**src/rtl/snake_motion.sv**
```systemverilog
// Snake movement stage: step pacing, direction latching and the 20-segment position history.
// Optional macro SNAKE_SPEEDUP_EN shortens the step period as the score rises.
module snake_motion #(
    parameter int STEP_DIV = 2_500_000,
    parameter int GRID     = 10,
    parameter int START_X  = 320,
    parameter int START_Y  = 240
) (
    input  logic         vga_clk,
    input  logic         reset,
    input  logic         btn_up,
    input  logic         btn_down,
    input  logic         btn_left,
    input  logic         btn_right,
    input  logic         btn_start,
    input  logic         grow,
    input  logic         GameOver,
    output logic [9:0]   snakex,
    output logic [9:0]   snakey,
    output logic [199:0] storex,
    output logic [199:0] storey,
    output logic [7:0]   score,
    output logic         step,
    output logic         running
);

    localparam int CW = $clog2(STEP_DIV);

    typedef enum logic [1:0] {IDLE, RUN, DEAD} state_t;
    typedef enum logic [1:0] {UP, DOWN, LEFT, RIGHT} dir_t;

    function automatic logic [199:0] init_x();
        logic [199:0] v;
        v = '0;
        for (int unsigned k = 0; k < 20; k++)
            v[10*k +: 10] = 10'(START_X - GRID * int'(k));
        return v;
    endfunction

    function automatic logic [199:0] init_y();
        logic [199:0] v;
        v = '0;
        for (int unsigned k = 0; k < 20; k++)
            v[10*k +: 10] = 10'(START_Y);
        return v;
    endfunction

    function automatic logic opposite(dir_t a, dir_t b);
        logic r;
        case (a)
            UP:      r = (b == DOWN);
            DOWN:    r = (b == UP);
            LEFT:    r = (b == RIGHT);
            default: r = (b == LEFT);
        endcase
        return r;
    endfunction

    localparam logic [199:0] INIT_X = init_x();
    localparam logic [199:0] INIT_Y = init_y();

    state_t        state, state_next;
    dir_t          dir, pending, req_now, dir_next;
    logic [CW-1:0] cnt;
    logic          at_end, take_step, start_run;
    logic [9:0]    hx_next, hy_next;

    always_ff @(posedge vga_clk) begin
        if (reset) state <= IDLE;
        else       state <= state_next;
    end

    always_comb begin
        state_next = state;
        case (state)
            IDLE:    if (btn_start) state_next = RUN;
            RUN:     if (GameOver)  state_next = DEAD;
            DEAD:    if (!btn_start) state_next = IDLE;
            default: state_next = IDLE;
        endcase
    end

`ifdef SNAKE_SPEEDUP_EN
    logic [4:0]    sc;
    logic [CW-1:0] period_m1;
    always_comb begin
        sc        = (score > 8'd18) ? 5'd18 : score[4:0];
        period_m1 = CW'(STEP_DIV - 1 - int'(sc) * (STEP_DIV >> 5));
        // >= rather than == so a shortened period still fires if the count is already past it
        at_end    = (cnt >= period_m1);
    end
`else
    assign at_end = (cnt == CW'(STEP_DIV - 1));
`endif

    always_comb begin
        req_now = pending;
        if (btn_up)         req_now = UP;
        else if (btn_down)  req_now = DOWN;
        else if (btn_left)  req_now = LEFT;
        else if (btn_right) req_now = RIGHT;

        dir_next  = opposite(req_now, dir) ? dir : req_now;
        start_run = (state == IDLE) && btn_start;
        take_step = (state == RUN) && !GameOver && at_end;

        hx_next = storex[9:0];
        hy_next = storey[9:0];
        case (dir_next)
            UP:      hy_next = storey[9:0] - 10'(GRID);
            DOWN:    hy_next = storey[9:0] + 10'(GRID);
            LEFT:    hx_next = storex[9:0] - 10'(GRID);
            default: hx_next = storex[9:0] + 10'(GRID);
        endcase
    end

    always_ff @(posedge vga_clk) begin
        step <= 1'b0;
        if (reset || start_run) begin
            storex  <= INIT_X;
            storey  <= INIT_Y;
            dir     <= RIGHT;
            score   <= '0;
            cnt     <= '0;
            pending <= reset ? RIGHT : req_now;
        end else begin
            pending <= req_now;
            if (state == RUN) begin
                if (grow && score != 8'hFF) score <= score + 8'd1;
                if (!GameOver) begin
                    if (at_end) begin
                        cnt     <= '0;
                        step    <= 1'b1;
                        dir     <= dir_next;
                        // Committed direction replaces the request so a discarded reversal cannot resurface later
                        pending <= dir_next;
                        storex  <= {storex[189:0], hx_next};
                        storey  <= {storey[189:0], hy_next};
                    end else begin
                        cnt <= cnt + 1'b1;
                    end
                end
            end
        end
    end

    assign snakex  = storex[9:0];
    assign snakey  = storey[9:0];
    assign running = (state == RUN);

    logic unused;
    assign unused = take_step;

endmodule
```
**config.mk**
```make
export PLATFORM = sky130hd
export DESIGN_NAME = snake_motion
export DESIGN_NICKNAME = d
export VERILOG_FILES = /design/src/rtl/snake_motion.sv
export SDC_FILE = /design/constraint.sdc
export NUM_CORES = 1
export LEC_CHECK = 0
export ABC_AREA = 1
export ABC_CLOCK_PERIOD_IN_PS = 4100
export BUFFER_PORTS_ARGS = -buffer_cell sky130_fd_sc_hd__buf_2
export CORE_MARGIN = 2
export CORE_UTILIZATION = 52
export DETAILED_ROUTE_END_ITERATION = 8
export GPL_ROUTABILITY_DRIVEN = 1
export PLACE_DENSITY_LB_ADDON = 0.12
export SYNTH_ARGS = -nofsm -noshare
export SYNTH_HDL_FRONTEND = slang
export SYNTH_SLANG_ARGS = --single-unit
```
**constraint.sdc**
```tcl
create_clock -name vga_clk -period 4.1 [get_ports vga_clk]
set_input_delay 0.82 -clock vga_clk [delete_from_list [all_inputs] [get_ports vga_clk]]
set_output_delay 0.82 -clock vga_clk [all_outputs]
set_load 0.005 [all_outputs]
```
# [Word-level counts from Yosys, hierarchy flattened]
# Index checks and enable logic that the tools add are counted.
[word_totals] ff_bits=437 in_bits=9
[classes] n_addsub=6 n_eq_ne=14 muxes=19 n_bitwise=3 n_reduce_logical=16
[op_table] cell="$pmux 10 s2" n=2
[op_table] cell="$mux 2" n=13
[op_table] cell="$add 22x1->22 const B" n=1
[op_table] cell="$eq 22x22->1 const B" n=1
[op_table] cell="$mux 22" n=1
[op_table] cell="$add 10x4->10 const B" n=2
[op_table] cell="$sub 10x4->10 const B" n=2
[op_table] cell="$eq 2x2->1 const B" n=5
[op_table] cell="$add 8x1->8 const B" n=1
[op_table] cell="$eq 2x1->1 const B" n=4
[op_table] cell="$logic_not 2->1" n=4
[op_table] cell="$ne 8x8->1 const B" n=1
[op_table] cell="$reduce_and 4->1" n=2
[op_table] cell="$ne 2x2->1 const B" n=3
[op_table] cell="$pmux 2 s3" n=1
[op_table] cell="$reduce_and 3->1" n=2
[op_table] cell="$reduce_and 2->1" n=2
[op_table] cell="$not 1->1" n=3
[op_table] cell="$pmux 1 s3" n=1
[op_table] cell="$reduce_or 3->1" n=1
[op_table] cell="$logic_and 1x1->1" n=2
[op_table] cell="$reduce_bool 2->1" n=1
[op_table] cell="$reduce_or 2->1" n=1
[op_table] cell="$logic_or 1x1->1" n=1
[op_table] cell="$mux 1" n=1

# [Logic depth before layout (Yosys ltp)]
# Gate-level depths: netlist (run 1).
[logic_depth] word_depth=11 depth_mapped=24 depth_no_buf=24

# [Worst setup path after synthesis (run 1)]
# OpenSTA, ideal clock, no wires.
[synth_path] path_kind="input to register" from="in btn_right" to="reg storey[9]" setup_ps=119 arrival_ps=3259 t_required_ps=3981 slack_ps=722 cell_stages=23 n_path_buf=0 path_cell_list="nor2_1 nand2_1 nand2_2 nand2_2 nand2_1 nand2_2 nand2_1 inv_1 nor2_1 inv_1 ha_1 nand2_1 o21ai_0 nand2_1 nand2_1 a21oi_1 or2_2 nand2_1 nand2_1 nand3_1 nand3_1 o21ai_0 a21oi_1"
[synth_between] elab_chain_cells=10
[synth_lines] element="start, declared" line_no="14" text="input logic btn_right,"
[synth_lines] element="$mux 2 *" line_no="101" text="else if (btn_right) req_now = RIGHT;"
[synth_lines] element="$mux 2 *" line_no="100" text="else if (btn_left) req_now = LEFT;"
[synth_lines] element="$mux 2 *" line_no="99" text="else if (btn_down) req_now = DOWN;"
[synth_lines] element="$mux 2 *" line_no="98" text="if (btn_up) req_now = UP;"
[synth_lines] element="$eq 2x2->1 (tied with other cells)" line_no="50" text="case (a)"
[synth_lines] element="$pmux 1 s3" line_no="50"
[synth_lines] element="$mux 2 *" line_no="103" text="dir_next = opposite(req_now, dir) ? dir : req_now;"
[synth_lines] element="$eq 2x1->1 / $logic_not 2->1 (equally long branches)" line_no="109" text="case (dir_next)"
[synth_lines] element="$reduce_bool 2->1 (no source line)"
[synth_lines] element="$reduce_and 4->1 (no source line)"
[synth_lines] element="end signal, assigned" line_no="138" text="storey <= {storey[189:0], hy_next};"
[synth_lines] element="end, declared" line_no="21" text="output logic [199:0] storey,"
# Mark *: on every way between the ends. The rest lies on a longest branch, timed or not.
# A chain may end at the register's enable or synchronous reset.

# [Final worst setup path (run 1)]
# Ends and elaborated chain as after synthesis.

==> results of run 1 <==
[power groups by stage]
stage	combinational (W)	sequential, W	clock (W)
4_1_cts	0.000247	0.00386	0.00367
3_3_place_gp	0.000244	0.00395	0
6_report	0.000248	0.00386	0.00360
3_5_place_dp	0.000247	0.00395	0
2_1_floorplan	0.000240	0.00395	0
5_1_grt	0.000274	0.00386	0.00382
[cell families (layout without fill, tap and decap cells)]
family	count (synthesis)	after routing	share of synthesized area [%]
AO/OA/AOI/OAI	423	423	20.90
XOR/XNOR	13	13	0.7609
adder cells (fa/ha/maj)	11	11	0.9700
buffers and inverters	520	860	16.15
flip-flops	397	397	53.11
other	1	42	0.02506
AND/OR/NAND/NOR	249	249	8.078
[sequential cells by signal, summed over array words and instances, names as in the netlist]
register / cells
cnt: 22
dir: 2
pending: 2
score: 8
state: 2
step: 1
storex: 180
storey: 180
[final timing paths]
| kind | end | slack (ns) | depth (start not counted) |
|---|---|---|---|
| setup / recovery | storey[9] | 0.62 | 24 |
| hold / removal | storex[195] | 0.45 | 2 |
| setup reg to reg | storey[9] | 0.74 | 23 |
| hold reg to reg | storex[195] | 0.45 | 2 |
[synthesized netlist by cell type, types with 3 or more instances]
| master | count | share of area [%] |
|---|---|---|
| buf_6 | 24 | 1.8 |
| a22o_1 | 17 | 1.0 |
| xnor2_1 | 4 | 0.23 |
| nor2_4 | 6 | 0.45 |
| o22ai_2 | 90 | 7.5 |
| nor2_1 | 36 | 0.90 |
| buf_2 | 28 | 0.94 |
| nand2_2 | 4 | 0.17 |
| buf_1 | 3 | 0.075 |
| a21oi_1 | 40 | 1.3 |
| nand3_1 | 22 | 0.74 |
| nand3_2 | 4 | 0.27 |
| o22ai_1 | 196 | 8.2 |
| nand4_1 | 17 | 0.71 |
| nor3_2 | 3 | 0.20 |
| nor4_1 | 4 | 0.17 |
| xor2_1 | 9 | 0.53 |
| nand2_1 | 130 | 3.3 |
| buf_4 | 66 | 3.3 |
| inv_1 | 374 | 9.4 |
| inv_2 | 6 | 0.15 |
| nor3_1 | 9 | 0.30 |
| ha_1 | 10 | 0.84 |
| dfxtp_1 | 397 | 53 |
| o21ai_0 | 70 | 2.3 |
| nor2_2 | 4 | 0.17 |
| clkbuf_1 | 18 | 0.45 |
[per-stage QoR]
step / power (W) / utilization [%]
global placement: 0.004193 / 58.79
floorplan: 0.004189 / -
global route: 0.007953 / 63.30
CTS: 0.007778 / 63.30
detailed placement: 0.004195 / 58.79
finish: 0.007713 / 63.30
[worst max-delay path, delay by kind of cell]
kind            cells  cell delay [ns]
fa+ha+maj           1             0.40
simple gates       16             1.74
buf+inv             3             0.37
compound gates      4             0.56
[final cells by class]
| class | instances | share of cell area (%) |
|---|---|---|
| flip-flops and latches | 397 | 43.98 |
| inverters | 381 | 8.004 |
| clock inverters | 7 | 0.6093 |
| multi-input cells | 738 | 26.30 |
| well taps | 384 | 2.659 |
| clock buffers | 63 | 6.522 |
| repair buffers | 409 | 11.92 |
[routing by layer]
layer / global-route usage (%) / routed length [um]
met1: 31.22 / 16570
met2: 39.18 / 17590
met3: 7.149 / 2854
met4: 8.123 / 1158
met5: 0 / 0
==> flow_metrics.tcl, run 1 <==
set metrics [dict create \
    core_um2 28550 \
    cp_slowest_cell "ha_1" \
    ys.flop_type "dfxtp_1" \
    switchingPower_w 0.001623 \
    vdd_drop_max_uv 298.6 \
    ant_nets 0 \
    routabilityCongestion 0.8593 \
    crit_top_cell "nand2_1" \
    viasPerCell 4.983 \
    grt_overflow 0 \
    synth_area_um2 14960 \
    rsz0062_at_grt "no" \
    cts_tree "done" \
    seq_power_share_pct 50.1 \
    post-cts-setup-buffer-count 0 \
    wl_per_cell_um 16.05 \
    die_height_um 173.6 \
    drv_slew 0 \
    routed-via-count 11850 \
    status "complete, no violations" \
    seq_area_frac_synth_pct 53.11 \
    area_growth_pct 20.77 \
    start_kind "input pin" \
    grt_pass1_wl_um 59640 \
    antenna_found_initial 0 \
    cap_violations 0 \
    holdWs_ns 0.4498 \
    cp-end-kind "flop" \
    cp_max_fo 6 \
    syn_area_per_cell_um2 9.271 \
    cts_buffers 41 \
    dp.cells 2309 \
    post_synth_inst_count 1614 \
    r2r_start "pending[1]" \
    crit_start "btn_right" \
    holdCritPathClass "flop to flop" \
    port_buffers 396 \
    clk_path_buf_depth 3 \
    die_x_um 173.6 \
    worstPathRequired_ns 4.50 \
    dpl_cell_area_um2 16780 \
    nets 1988 \
    start_util_pct 52.41 \
    ioPinCount 439 \
    hold_viol_final 0 \
    finalInstanceArea_um2 18070 \
    grt_usage_pct 24.25 \
    place_hpwl_um 26600 \
    grt_pass1_vias 10910 \
    drive_gt1_share_pct 29.57 \
    wl_um 38170 \
    cts-htree-levels 2 \
    static-leakage-power_nw 7.122 \
    setup_slack_ns 0.6167 \
    final_cell_mix "dfxtp_1, buf_2, inv_1" \
    synth_async_sr_flop_share_pct 0 \
    ff_latch_area_um2 7948 \
    setup_viol 0 \
    drc 0 \
    n_antenna_cell 0 \
    combPwrFrac_pct 3.2 \
    crit_path_cell_trace "buf_2 > nor2_1 > nand2_1 > nand2_2 > nand2_2 > nand2_1 > nand2_2 > nand2_1 > inv_1 > nor2_1 > inv_1 > ha_1 > nand2_1 > o21ai_0 > nand2_1 > nand2_1 > a21oi_1 > or2_2 > nand2_1 > nand2_1 > nand3_1 > nand3_1 > o21ai_0 > a21oi_1" \
    cts_resized 0 \
    slew_headroom_pct 48.99 \
    worst_pin_slew_ns 0.7632 \
    nFillCells 2511 \
    synth_edf_count 0 \
    clock-sinks 397 \
    die_area_um2 30150 \
    drt-initial-drc-count 601 \
    p_clk_share_pct 46.7 \
    yosys.cell_types.count 45 \
    ctsHoldBuffers 0 \
    worstPathArrival_ns 3.88 \
    crit_type "input pin to flop" \
    slowest_delay_ns 0.40 \
    max_freq_ghz 0.2871 \
    multiInputGateArea_um2 4753 \
    row_count 62 \
    path_clk_slew_ns 0.05 \
    finClkSkew_ns 0.01210 \
    grt_max_degree 96 \
    synth-seq-cells 397 \
    yosysWarningCount 0 \
    layout_commonest_cell "dfxtp_1" \
    p_per_area_nw_per_um2 426.8 \
    internal-power_w 0.006090 \
    post-route-period-util_pct 84.96 \
    switching_share_pct 21.04 \
    insertion_delay_ns 0.52 \
    fin_cells 2379 \
    place_ws_ns 0.1082 \
    root_buffer "clkbuf_16" \
    drt_first_pass_iters 4 \
    min_from "storex[195]" \
    period_minus_slack_ns 3.483 \
    finalSetupTns_ns 0 \
]
Note: power is estimated with default switching activity, not from simulation.
==> inputs of run 2 (changes only) <==
--- a/config.mk
+++ b/config.mk
@@ -5,8 +5,8 @@
 export SDC_FILE = /design/constraint.sdc
 export NUM_CORES = 1
 export LEC_CHECK = 0
-export ABC_AREA = 1
-export ABC_CLOCK_PERIOD_IN_PS = 4100
+export ABC_AREA = 0
+export ABC_CLOCK_PERIOD_IN_PS = 3600
 export BUFFER_PORTS_ARGS = -buffer_cell sky130_fd_sc_hd__buf_2
 export CORE_MARGIN = 2
 export CORE_UTILIZATION = 52
==> constraint.sdc (replaced) <==
create_clock -name vga_clk -period 3.6 [get_ports vga_clk]
set_input_delay 0.72 -clock vga_clk [delete_from_list [all_inputs] [get_ports vga_clk]]
set_output_delay 0.72 -clock vga_clk [all_outputs]
set_load 0.005 [all_outputs]
==> flow_metrics.tcl, run 2 <==
set metrics [dict create \
    status "complete, no violations" \
    synth_xor_area_share_pct 2.027 \
    holdCritPathClass "flop to flop" \
    cp-end-kind "flop" \
    seq_area_frac_synth_pct 52.56 \
    cap_violations 0 \
    synth_commonest_cells "nand2_1, dfxtp_1, a21oi_1" \
    port_buffers 396 \
    path_clk_slew_ns 0.06 \
    syn_area_per_cell_um2 7.954 \
    cts_buffers 41 \
    cts-htree-levels 2 \
    finClkSkew_ns 0.02451 \
    drt-initial-drc-count 1038 \
    cts_tree "done" \
    min_to "storex[196]" \
    max_freq_ghz 0.3317 \
    ys.flop_type "dfxtp_1" \
    grt_pass1_vias 12290 \
    final_cell_mix "nand2_1, dfxtp_1, buf_2" \
    die_height_um 174.5 \
    drt_first_pass_iters 6 \
    synth_top_cell_area_share_pct 52.56 \
    yosys.area_share.simple_pct 27.76 \
    nets 2234 \
    root_buffer "clkbuf_16" \
    grt_pass1_wl_um 64470 \
    synth.area.mux_share_pct 0.4717 \
    yosysWarningCount 0 \
    worst_pin_slew_ns 0.8069 \
    finalSetupTns_ns 0 \
    drv_slew 0 \
    fin_cells 2628 \
    crit_family "simple AND/OR/NAND/NOR gates" \
    cp_max_fo 7 \
    yosysTopAreaCell "dfxtp_1" \
    reg.largest.list "storex x180, storey x180, cnt x22" \
    drc 0 \
    drive_gt1_share_pct 22.37 \
    worstPathRequired_ns 4.06 \
    multiInputGateArea_um2 6309 \
    synth_fa_ha_area_share_pct 0.9599 \
    synth-seq-cells 397 \
    die_x_um 174.5 \
    grt_overflow 0 \
    setup_slack_ns 0.5854 \
    crit_type "input pin to flop" \
    rsz0062_at_grt "no" \
    place_ws_ns 0.1458 \
    ff_latch_area_um2 7948 \
    worstPathArrival_ns 3.47 \
    slowest_delay_ns 0.49 \
    wl_um 40850 \
    ys_top_cells_by_area "dfxtp_1, nand2_1, a21oi_1, nand3_1, buf_4" \
    layout_commonest_cell "nand2_1" \
    min_from "storex[196]" \
    n_antenna_cell 0 \
    setup_viol 0 \
    static-leakage-power_nw 7.999 \
    synth_edf_count 0 \
    antenna_found_initial 0 \
    insertion_delay_ns 0.53 \
    post_synth_inst_count 1901 \
    slew_headroom_pct 46.20 \
    place_hpwl_um 27150 \
    vdd_drop_max_uv 336.5 \
    crit_path_cell_trace "buf_2 > nor2_1 > a21oi_1 > o32a_1 > or2_2 > ha_1 > a21o_1 > a21oi_1 > o21ai_0 > o211ai_1 > or4_1 > nand3_1" \
    start_util_pct 52.68 \
    die_area_um2 30460 \
    cp_slowest_cell "or4_1" \
    synth_most_common_cell "nand2_1" \
    ctsHoldBuffers 0 \
    synth_top_family_by_area "simple AND/OR/NAND/NOR gates" \
    crit_buf_inv 1 \
    wl_per_cell_um 15.55 \
    row_count 62 \
    r2r_end "storey[8]" \
    nFillCells 2583 \
    routed-via-count 13690 \
    p_per_area_nw_per_um2 488.4 \
    crit_top_cell "a21oi_1" \
    clk_path_buf_depth 3 \
    cts_resized 0 \
    hold_viol_final 0 \
    start_kind "input pin" \
    grt_max_degree 143 \
    synth_compound_area_share_pct 9.350 \
    ff2ff_path_depth 11 \
    period_minus_slack_ns 3.015 \
    clock-sinks 397 \
    synth_area_um2 15120 \
    worst_hold_path.num_cells 2 \
    core_um2 28700 \
    grt_usage_pct 25.41 \
    area_growth_pct 21.61 \
    reg2reg_slack_ns 0.64 \
    post-cts-setup-buffer-count 0 \
    yosys.cell_types.count 59 \
    ant_nets 0 \
    synth_async_sr_flop_share_pct 0 \
    routabilityCongestion 0.8265 \
    post-route-period-util_pct 83.74 \
    dp.cells 2555 \
    ioPinCount 439 \
    r2r_start "pending[1]" \
    viasPerCell 5.209 \
]
==> run 2: changes by cell type after synthesis, sizes merged, moves of 9 or more <==
cell,previous run,this run
a22o,17,0
clkbuf,18,68
o211ai,0,9
inv,380,9
nand3,26,159
xor2,9,20
xnor2,4,15
o22ai,286,1
o21ai,72,15
a21oi,41,211
nand2,135,708
or3,0,11
==> run 2: layer usage <==
metal  GRT usage (%)  up-vias  wire length, um
li1                -     6738                -
met3           5.862       72             3028
met4           7.326        0             1023
met5               0        -                0
met2           43.44      455            19820
met1           32.12     6425            16980
==> run 2: metrics by stage <==
step | util [%] | power (W) | cell area (um^2) | hold WS (ns)
2_1_floorplan | - | 0.004690 | 15270 | 0.4482
3_3_place_gp | 59.17 | 0.004713 | 16980 | 0.4363
3_5_place_dp | 59.17 | 0.004717 | 16980 | 0.4444
4_1_cts | 64.06 | 0.009050 | 18390 | 0.4546
5_1_grt | 64.06 | 0.009253 | 18390 | 0.4758
6_report | 64.06 | 0.008980 | 18390 | 0.4518
==> run 2: logic make-up (layout without fill, tap and decap cells) <==
family,after synthesis,count (layout)
and+or+nand+nor,996,996
buffers and inverters,195,497
DFF,397,397
other,1,42
AOI/OAI and AO/OA,259,259
xor gates and xnor gates,35,35
muxes,7,7
adders and majority gates,11,11
==> run 2: layout make-up <==
| cell class | count | share of cell area [%] |
|---|---|---|
| flip-flops and latches | 397 | 43.22 |
| clock inverters | 16 | 1.014 |
| clock buffers | 57 | 6.628 |
| multi-input cells | 1350 | 34.31 |
| inverters | 9 | 0.1837 |
| well taps | 384 | 2.613 |
| repair buffers | 415 | 12.03 |
==> run 2: worst max path at each step <==
stage | start | endpoint | slack (ns) | depth (start not counted)
finish | btn_up | storey[8] | 0.59 | 12
global route | btn_right | storey[8] | 0.43 | 12
CTS | btn_up | storey[8] | 0.63 | 12
detailed placement | btn_up | storey[9] | 0.15 | 13
global placement | btn_up | storey[9] | 0.24 | 13
floorplan | btn_left | storex[9] | 0.12 | 12
==> run 2: power breakdown <==
group          total [W]  switching, W  internal, W  leakage, nW
logic           0.000220      0.000167    0.0000531         4.09
registers        0.00440    0.00000581      0.00440         3.20
clock network    0.00436       0.00171      0.00265        0.701
total            0.00898       0.00188      0.00710         8.00
==> run 2: worst register-to-register path: stages, from the launching register on <==
cell and delay (ns):
dfxtp_1 0.32, nor3b_1 0.14, o21a_1 0.17, o32a_1 0.34, or2_2 0.37, ha_1 0.31
a21o_1 0.11, a21oi_1 0.09, o21ai_0 0.29, o211ai_1 0.19, or4_1 0.49, nand3_1 0.09
